==> src/rtl/i2s_xmtr.sv <==
// I2S master transmitter: divides clk into bck/lrck and shifts stereo pairs out MSB-first.
// Define I2S_XMTR_REPEAT_ON_UNDERRUN_EN to resend the previous pair on underrun instead of silence.
module i2s_xmtr #(
  parameter int DATA_WIDTH = 24,
  parameter int SLOT_WIDTH = 32,
  parameter int BCK_DIV    = 2
) (
  input  logic                  clk,
  input  logic                  reset,
  input  logic                  en,
  input  logic                  s_valid,
  output logic                  s_ready,
  input  logic [DATA_WIDTH-1:0] s_left,
  input  logic [DATA_WIDTH-1:0] s_right,
  output logic                  bck,
  output logic                  lrck,
  output logic                  data,
  output logic                  frame_start,
  output logic                  underrun
);

  localparam int DIV_W = (BCK_DIV > 2) ? $clog2(BCK_DIV) : 1;
  localparam int CNT_W = (SLOT_WIDTH > 2) ? $clog2(SLOT_WIDTH) : 1;
  localparam logic [DIV_W-1:0] DIV_LAST = DIV_W'(BCK_DIV - 1);
  localparam logic [DIV_W-1:0] DIV_RISE = DIV_W'(BCK_DIV / 2 - 1);
  localparam logic [CNT_W-1:0] BIT_LAST = CNT_W'(SLOT_WIDTH - 1);

  typedef enum logic {
    CH_LEFT  = 1'b0,
    CH_RIGHT = 1'b1
  } chan_e;

  chan_e                 chan_q, chan_d;
  logic [DIV_W-1:0]      div_cnt_q, div_cnt_d;
  logic [CNT_W-1:0]      bit_cnt_q, bit_cnt_d;
  logic                  bck_q, bck_d;
  logic                  lrck_q, lrck_d;
  logic                  data_q, data_d;
  logic                  s_ready_q, s_ready_d;
  logic                  frame_start_q, frame_start_d;
  logic                  underrun_q, underrun_d;
  logic                  buf_full_q, buf_full_d;
  logic [DATA_WIDTH-1:0] buf_left_q, buf_left_d;
  logic [DATA_WIDTH-1:0] buf_right_q, buf_right_d;
  logic [DATA_WIDTH-1:0] hold_left_q, hold_left_d;
  logic [DATA_WIDTH-1:0] hold_right_q, hold_right_d;
  logic [DATA_WIDTH-1:0] shift_q, shift_d;

  logic             accept;
  logic             fall_tick;
  logic             take_buf;
  logic [CNT_W-1:0] bit_next;

  always_comb begin
    chan_d        = chan_q;
    div_cnt_d     = div_cnt_q;
    bit_cnt_d     = bit_cnt_q;
    bck_d         = bck_q;
    lrck_d        = lrck_q;
    data_d        = data_q;
    frame_start_d = 1'b0;
    underrun_d    = 1'b0;
    buf_left_d    = buf_left_q;
    buf_right_d   = buf_right_q;
    hold_left_d   = hold_left_q;
    hold_right_d  = hold_right_q;
    shift_d       = shift_q;
    take_buf      = 1'b0;

    accept    = s_valid && s_ready_q;
    fall_tick = en && (div_cnt_q == DIV_LAST);
    bit_next  = (bit_cnt_q == BIT_LAST) ? '0 : bit_cnt_q + CNT_W'(1);

    if (!en) begin
      chan_d       = CH_RIGHT;
      div_cnt_d    = '0;
      bit_cnt_d    = BIT_LAST;
      bck_d        = 1'b0;
      lrck_d       = 1'b1;
      data_d       = 1'b0;
      hold_left_d  = '0;
      hold_right_d = '0;
      shift_d      = '0;
    end else begin
      div_cnt_d = (div_cnt_q == DIV_LAST) ? '0 : div_cnt_q + DIV_W'(1);
      if (div_cnt_q == DIV_RISE) begin
        bck_d = 1'b1;
      end
      if (fall_tick) begin
        bck_d     = 1'b0;
        bit_cnt_d = bit_next;
        if (bit_next == '0) begin
          // Slot boundary: bit 0 of every slot is the I2S one-bit delay, always 0.
          lrck_d = ~lrck_q;
          data_d = 1'b0;
          if (chan_q == CH_RIGHT) begin
            chan_d        = CH_LEFT;
            frame_start_d = 1'b1;
            if (buf_full_q) begin
              hold_left_d  = buf_left_q;
              hold_right_d = buf_right_q;
              take_buf     = 1'b1;
            end else begin
              underrun_d = 1'b1;
`ifndef I2S_XMTR_REPEAT_ON_UNDERRUN_EN
              hold_left_d  = '0;
              hold_right_d = '0;
`endif
            end
            shift_d = hold_left_d;
          end else begin
            chan_d  = CH_RIGHT;
            shift_d = hold_right_q;
          end
        end else begin
          // Zeros shift in behind the sample, so bits past DATA_WIDTH come out as 0.
          data_d  = shift_q[DATA_WIDTH-1];
          shift_d = shift_q << 1;
        end
      end
    end

    // The buffer can't be full and accepting at once, so take and accept never collide.
    buf_full_d = buf_full_q;
    if (accept) begin
      buf_left_d  = s_left;
      buf_right_d = s_right;
      buf_full_d  = 1'b1;
    end else if (take_buf) begin
      buf_full_d = 1'b0;
    end
    s_ready_d = !buf_full_d;
  end

  always_ff @(posedge clk or posedge reset) begin
    if (reset) begin
      chan_q        <= CH_RIGHT;
      div_cnt_q     <= '0;
      bit_cnt_q     <= BIT_LAST;
      bck_q         <= 1'b0;
      lrck_q        <= 1'b1;
      data_q        <= 1'b0;
      s_ready_q     <= 1'b1;
      frame_start_q <= 1'b0;
      underrun_q    <= 1'b0;
      buf_full_q    <= 1'b0;
      buf_left_q    <= '0;
      buf_right_q   <= '0;
      hold_left_q   <= '0;
      hold_right_q  <= '0;
      shift_q       <= '0;
    end else begin
      chan_q        <= chan_d;
      div_cnt_q     <= div_cnt_d;
      bit_cnt_q     <= bit_cnt_d;
      bck_q         <= bck_d;
      lrck_q        <= lrck_d;
      data_q        <= data_d;
      s_ready_q     <= s_ready_d;
      frame_start_q <= frame_start_d;
      underrun_q    <= underrun_d;
      buf_full_q    <= buf_full_d;
      buf_left_q    <= buf_left_d;
      buf_right_q   <= buf_right_d;
      hold_left_q   <= hold_left_d;
      hold_right_q  <= hold_right_d;
      shift_q       <= shift_d;
    end
  end

  assign s_ready     = s_ready_q;
  assign bck         = bck_q;
  assign lrck        = lrck_q;
  assign data        = data_q;
  assign frame_start = frame_start_q;
  assign underrun    = underrun_q;

endmodule

==> config.mk <==
export PLATFORM = sky130hd
export DESIGN_NAME = i2s_xmtr
export DESIGN_NICKNAME = d
export VERILOG_FILES = /design/src/rtl/i2s_xmtr.sv
export SDC_FILE = /design/constraint.sdc
export NUM_CORES = 1
export LEC_CHECK = 0
export CAP_MARGIN = 5
export CORE_MARGIN = 2
export CORE_UTILIZATION = 49
export DETAILED_ROUTE_END_ITERATION = 10
export PLACE_DENSITY = 0.73
export SETUP_SLACK_MARGIN = 0.3
export SYNTH_ARGS = -nofsm -noshare
export SYNTH_HDL_FRONTEND = slang
export SYNTH_SLANG_ARGS = --single-unit
==> constraint.sdc <==
create_clock -name clk -period 3.9 [get_ports clk]
set_input_delay 0.78 -clock clk [delete_from_list [all_inputs] [get_ports clk]]
set_output_delay 0.78 -clock clk [all_outputs]
set_load 0.005 [all_outputs]
Yosys cells after proc, flatten, opt, wreduce, memory -nomap -nowiden
Index checks and enable logic that the tools add are counted.
- logic and storage cells: 72
- input port bits: 52
- output and inout port bits: 6
- flip-flop bits (word level): 110
- mux-type cells: 44
- $add $sub $neg: 2
- equality and inequality tests: 5
- reduce and logical (&&, ||, !) cells: 6
- bitwise gates (word level): 1
- operators by type and width (kind ; number):
    $mux 24 ; 10
    $mux 1 ; 31
    $mux 5 ; 3
    $ne 2x1->1 const B ; 3
    $add 5x1->5 const B ; 1
    $eq 5x5->1 const B ; 1
    $logic_not 5->1 ; 1
    $ne 3x2->1 const B ; 1
    $reduce_and 3->1 ; 1
    $logic_and 1x1->1 ; 2
    $reduce_and 2->1 ; 1
    $add 1x1->1 const B ; 1
    $logic_not 1->1 ; 1
    $not 1->1 ; 1

Logic depth before layout (Yosys ltp)
- depth after elaboration: 9
- mapped depth: 9
- depth with buffers taken out: 8

Least setup slack after synthesis
No wires, ideal clock.
- kind: reg2reg
- start: register bit_cnt_q[0]
- end: register hold_right_q[0]
- setup slack: 1494 ps
- required time: 3779 ps
- arrival: 2285 ps
- cell stages (with the launch flop): 10
- setup time: 121 ps
- buffers on the path: 2
- clock period less this slack: 2406 ps
- path through: dfstp_2 ha_1 and3_2 ha_1 nor2b_1 o21ai_4 buf_8 o31a_4 buf_6 a22o_1
- longest elaborated chain between the ends: 5
- elaborated cells between the ends (all ways): 6
- classes of those cells: add/sub (1); eq/ne (2); mux (1); reduce/logical (2)
- RTL lines (item ; line ; source):
    start: declaration ; 35 ; logic [CNT_W-1:0] bit_cnt_q, bit_cnt_d;
    start signal: assignment ; 155 ; bit_cnt_q <= bit_cnt_d;
    $add 5x1->5 / $eq 5x5->1 (equally long branches) ; 72 ; bit_next = (bit_cnt_q == BIT_LAST) ? '0 : bit_cnt_q + CNT_W'(1);
    $mux 5 * ; 72 ;
    $logic_not 5->1 * ; 92 ; if (bit_next == '0) begin
    $ne 2x1->1 (no source line) * ; n/a ;
    $reduce_and 3->1 (no source line) * ; n/a ;
    end signal: assignment ; 166 ; hold_right_q <= hold_right_d;
    end: declaration ; 46 ; logic [DATA_WIDTH-1:0] hold_right_q, hold_right_d;
Every way passes the cells marked *; elsewhere a longest branch is shown, timed or not.
A chain may end at the register's enable or synchronous reset.

Worst setup path after layout
- start: register bit_cnt_q[0]
- end: register hold_right_q[9]
Same word-level chain as after synthesis.

==> impl_metrics.csv <==
group,metric,value,unit
place,globalplace.congestion,0.7928,
worst_setup_path,rrSetupSlack,1210,ps
timing,rsz0062_at_grt,"no",
global_route,grt_overflow,0,
layout,antennaDiodeCount,0,
cts,cts_tree,"yes",
place,placed_cells,573,
timing,fmax,372.1,MHz
timing,worstMarginPinSlew,1124,ps
routing,vias_per_cell,5.772,
layout,area_delta_synth_final,15.49,%
layout,final_cells,589,
worst_setup_path,cpMostUsedCell,"ha_1",
floorplan,start_util,49.98,%
place,io_buffer_count,57,
worst_setup_path,cp_top_family,"compound AO/OA/AOI/OAI gates",
layout,drive_gt1_share,19.21,%
synthesis,yosysSeqAreaShare,53.79,%
worst_setup_path,timing.rr.end,"hold_right_q[9]",
cts,hold_buffers,0,
cts,numCtsBuffers,9,
synthesis,synth_seq_cells,109,
timing,holdWs,492.7,ps
worst_setup_path,r2r_cells,7,
worst_setup_path,critPathCapture,"hold_right_q[9]",
global_route,first_global_vias,3539,
timing,period_needed,2688,ps
worst_setup_path,required,4160,ps
timing,fin_skew,11.16,ps
global_route,grt_pass1_wl,17280,µm
global_route,grtUsageTotal,19.31,%
cts,cts_max_level,3,
floorplan,die_w,105.9,µm
layout,fillers,860,
layout,final_util,57.72,%
run,cap_violations,0,
synthesis,synth_cell_types,43,
worst_setup_path,slowest_stage,"dfstp_2",
worst_setup_path,cp.arrival,2950,ps
place,post_dp_cell_area,5683,µm²
routing,dr.first_iter.drc_count,233,
worst_setup_path,reg2reg_from,"bit_cnt_q[0]",
power_and_ir_drop,power.leakage,2.473,nW
floorplan,coreArea,10180,µm²
timing,hold_viol,0,
routing,drc,0,
power_and_ir_drop,ir_drop,0.3991,mV
cts,cts_setup_buffers,0,
synthesis,synth_edf_count,0,
timing,setup_viol,0,
status,status,"completed",
worst_setup_path,cp.buffers_inverters,0,
global_route,grt_max_degree,54,
synthesis,yosys_most_used_dff,"dfrtp_1",
worst_setup_path,cp_max_fo,31,
routing,postRouteWirelength,10050,µm
place,dp_hpwl,6622,µm
worst_setup_path,slowest_delay,590,ps
timing,maxSlewViolCount,0,
cts,cts_root_buffer,"clkbuf_8",
worst_setup_path,cp-startpoint,"bit_cnt_q[0]",
cts,clk_pin_slew,110,ps
cts,clock_latency,380,ps
cts,cts_resized,0,
layout,regArea,2739,µm²
timing,tns,0,ps
cts,cts_max_path_buffers,2,
synthesis,synthArstFlopShare,100.0,%
floorplan,fp-row-count,37,
min_path,hold_path_class,"reg -> reg",
worst_setup_path,criticalPathCategory,"reg -> reg",
cts,cts_sinks,109,
routing,dr.pass1.iters,5,
synthesis,avgSynthCellArea,12.32,µm²
layout,postLayoutCellArea,5878,µm²
worst_setup_path,path_cells,"ha_1, and3_2, ha_1, nor2_1, mux2_4, o31a_4, a22o_1",
layout,multiInputGateArea,2125,µm²
power_and_ir_drop,power_density,541.9,nW/µm²
synthesis,synthesis.area,5090,µm²
worst_setup_path,cp.depth,7,
floorplan,die_height,105.9,µm
routing,wire_per_inst,17.07,µm
timing,slew_headroom,24.77,%
floorplan,io_pins,58,
timing,finalCritPeriodShare,68.92,%
worst_setup_path,cp-end-kind,"flop",
global_route,antenna_found_initial,0,
routing,vias,3400,
routing,drtAntennaViolNets,0,
synthesis,synth_fp_nets,468,
synthesis,ys_warn_count,0,
synthesis,synthCells,413,
worst_setup_path,crit_path_start_kind,"flop",
floorplan,dieArea,11220,µm²
layout,nets,503,
==> worst min path at each step <==
stage                     slack [ps]            start  cells after the start                to
final                            490   buf_right_q[0]                      1   hold_right_q[0]
after global routing             520   buf_left_q[11]                      1    buf_left_q[11]
after CTS                        500   buf_right_q[8]                      1   hold_right_q[8]
after detailed placement         480  buf_right_q[12]                      1  hold_right_q[12]
after global placement           470   buf_right_q[0]                      1   hold_right_q[0]
after floorplan                  460      shift_q[23]                      2       shift_q[23]
==> synthesized netlist by cell type (all sizes together), types with 5 or more instances <==
master	instances	area (µm²)
a211o	22	192.7
a22o	24	210.2
buf	16	125.1
clkbuf	24	90.09
dfrtp	101	2527
dfstp	8	210.2
mux2	50	566.8
nand2	56	210.2
nor2	24	90.09
nor2b	5	31.28
o2111ai	23	201.4
o221ai	22	317.8
==> cells in the final DEF, fill, tap and decap left out, types with 2 or more instances in the layout <==
cell type / Yosys / final
dfrtp_1: 101 / 100
buf_4: 0 / 6
mux2_1: 26 / 26
nand2_1: 56 / 55
mux2_2: 23 / 23
and3_1: 2 / 2
a21oi_1: 2 / 2
a22o_1: 24 / 24
nor2_1: 24 / 24
clkbuf_8: 0 / 9
nand2b_1: 2 / 2
dfstp_2: 8 / 8
inv_1: 3 / 2
clkdlybuf4s50_1: 0 / 56
o221ai_1: 2 / 2
nand3_1: 2 / 2
o21ai_1: 2 / 2
o21a_1: 2 / 2
nor2b_1: 5 / 5
a21boi_1: 2 / 2
a211o_1: 22 / 22
o221ai_2: 20 / 20
mux2i_1: 3 / 3
clkinv_8: 0 / 2
o2111ai_1: 23 / 23
clkinvlp_4: 0 / 2
inv_6: 0 / 2
ha_1: 3 / 3
==> worst reg2reg max path, cell delays in order (launching register included) <==
cell and delay, ps:
dfstp_2 590, ha_1 230, and3_2 190, ha_1 270
nor2_1 70, mux2_4 420, o31a_4 530, a22o_1 280
==> kinds of logic (layout without fill, tap and decap cells) <==
group | after synthesis | in the layout | share of synthesized area, %
multiplexers | 53 | 53 | 11.73
adder cells (fa/ha/maj) | 3 | 3 | 0.7375
AND/OR/NAND/NOR | 99 | 99 | 8.874
buffers and inverters | 44 | 84 | 4.523
XOR/XNOR | 1 | 1 | 0.1721
flip-flops | 109 | 109 | 53.79
AO/OA/AOI/OAI | 104 | 104 | 20.18
==> state kept, by name, summed over array words and instances, names as in the netlist <==
register	flops
bck	1
bit_cnt_q	5
buf_full_q	1
buf_left_q	24
buf_right_q	24
chan_q	1
data	1
frame_start	1
hold_right_q	24
lrck	1
s_ready	1
shift_q	24
underrun	1
==> where the power goes <==
| part | leakage, nW | internal, mW | switching (mW) |
|---|---|---|---|
| Clock | 0.0957 | 0.248 | 0.423 |
| Sequential | 1.38 | 1.45 | 0.230 |
| Combinational | 0.993 | 0.424 | 0.409 |
| Total | 2.47 | 2.12 | 1.06 |
==> per-stage QoR <==
step                      setup WS (ps)  total power [mW]
final                              1212             3.186
after global routing               1073             3.379
after CTS                          1208             3.222
after global placement             1292             2.509
after floorplan                    1494             2.317
after detailed placement           1223             2.559
==> area by class of cell <==
class | instances | share of cell area [%]
Sequential cell | 109 | 46.59
Clock buffer | 9 | 2.107
Clock inverter | 7 | 1.213
Inverter | 4 | 0.3193
Timing Repair Buffer | 64 | 10.73
Tap cell | 136 | 2.895
Multi-Input combinational cell | 260 | 36.14
==> metal layers <==
| layer | part of all wire, % | GRT usage (%) | vias to the layer above |
|---|---|---|---|
| li1 | - | - | 1608 |
| met1 | 48 | 27.69 | 1721 |
| met2 | 47 | 30.05 | 58 |
| met3 | 3.0 | 3.372 | 13 |
| met4 | 1.6 | 6.391 | 0 |
| met5 | 0 | 0 | - |
(Power assumes the default switching activity.)
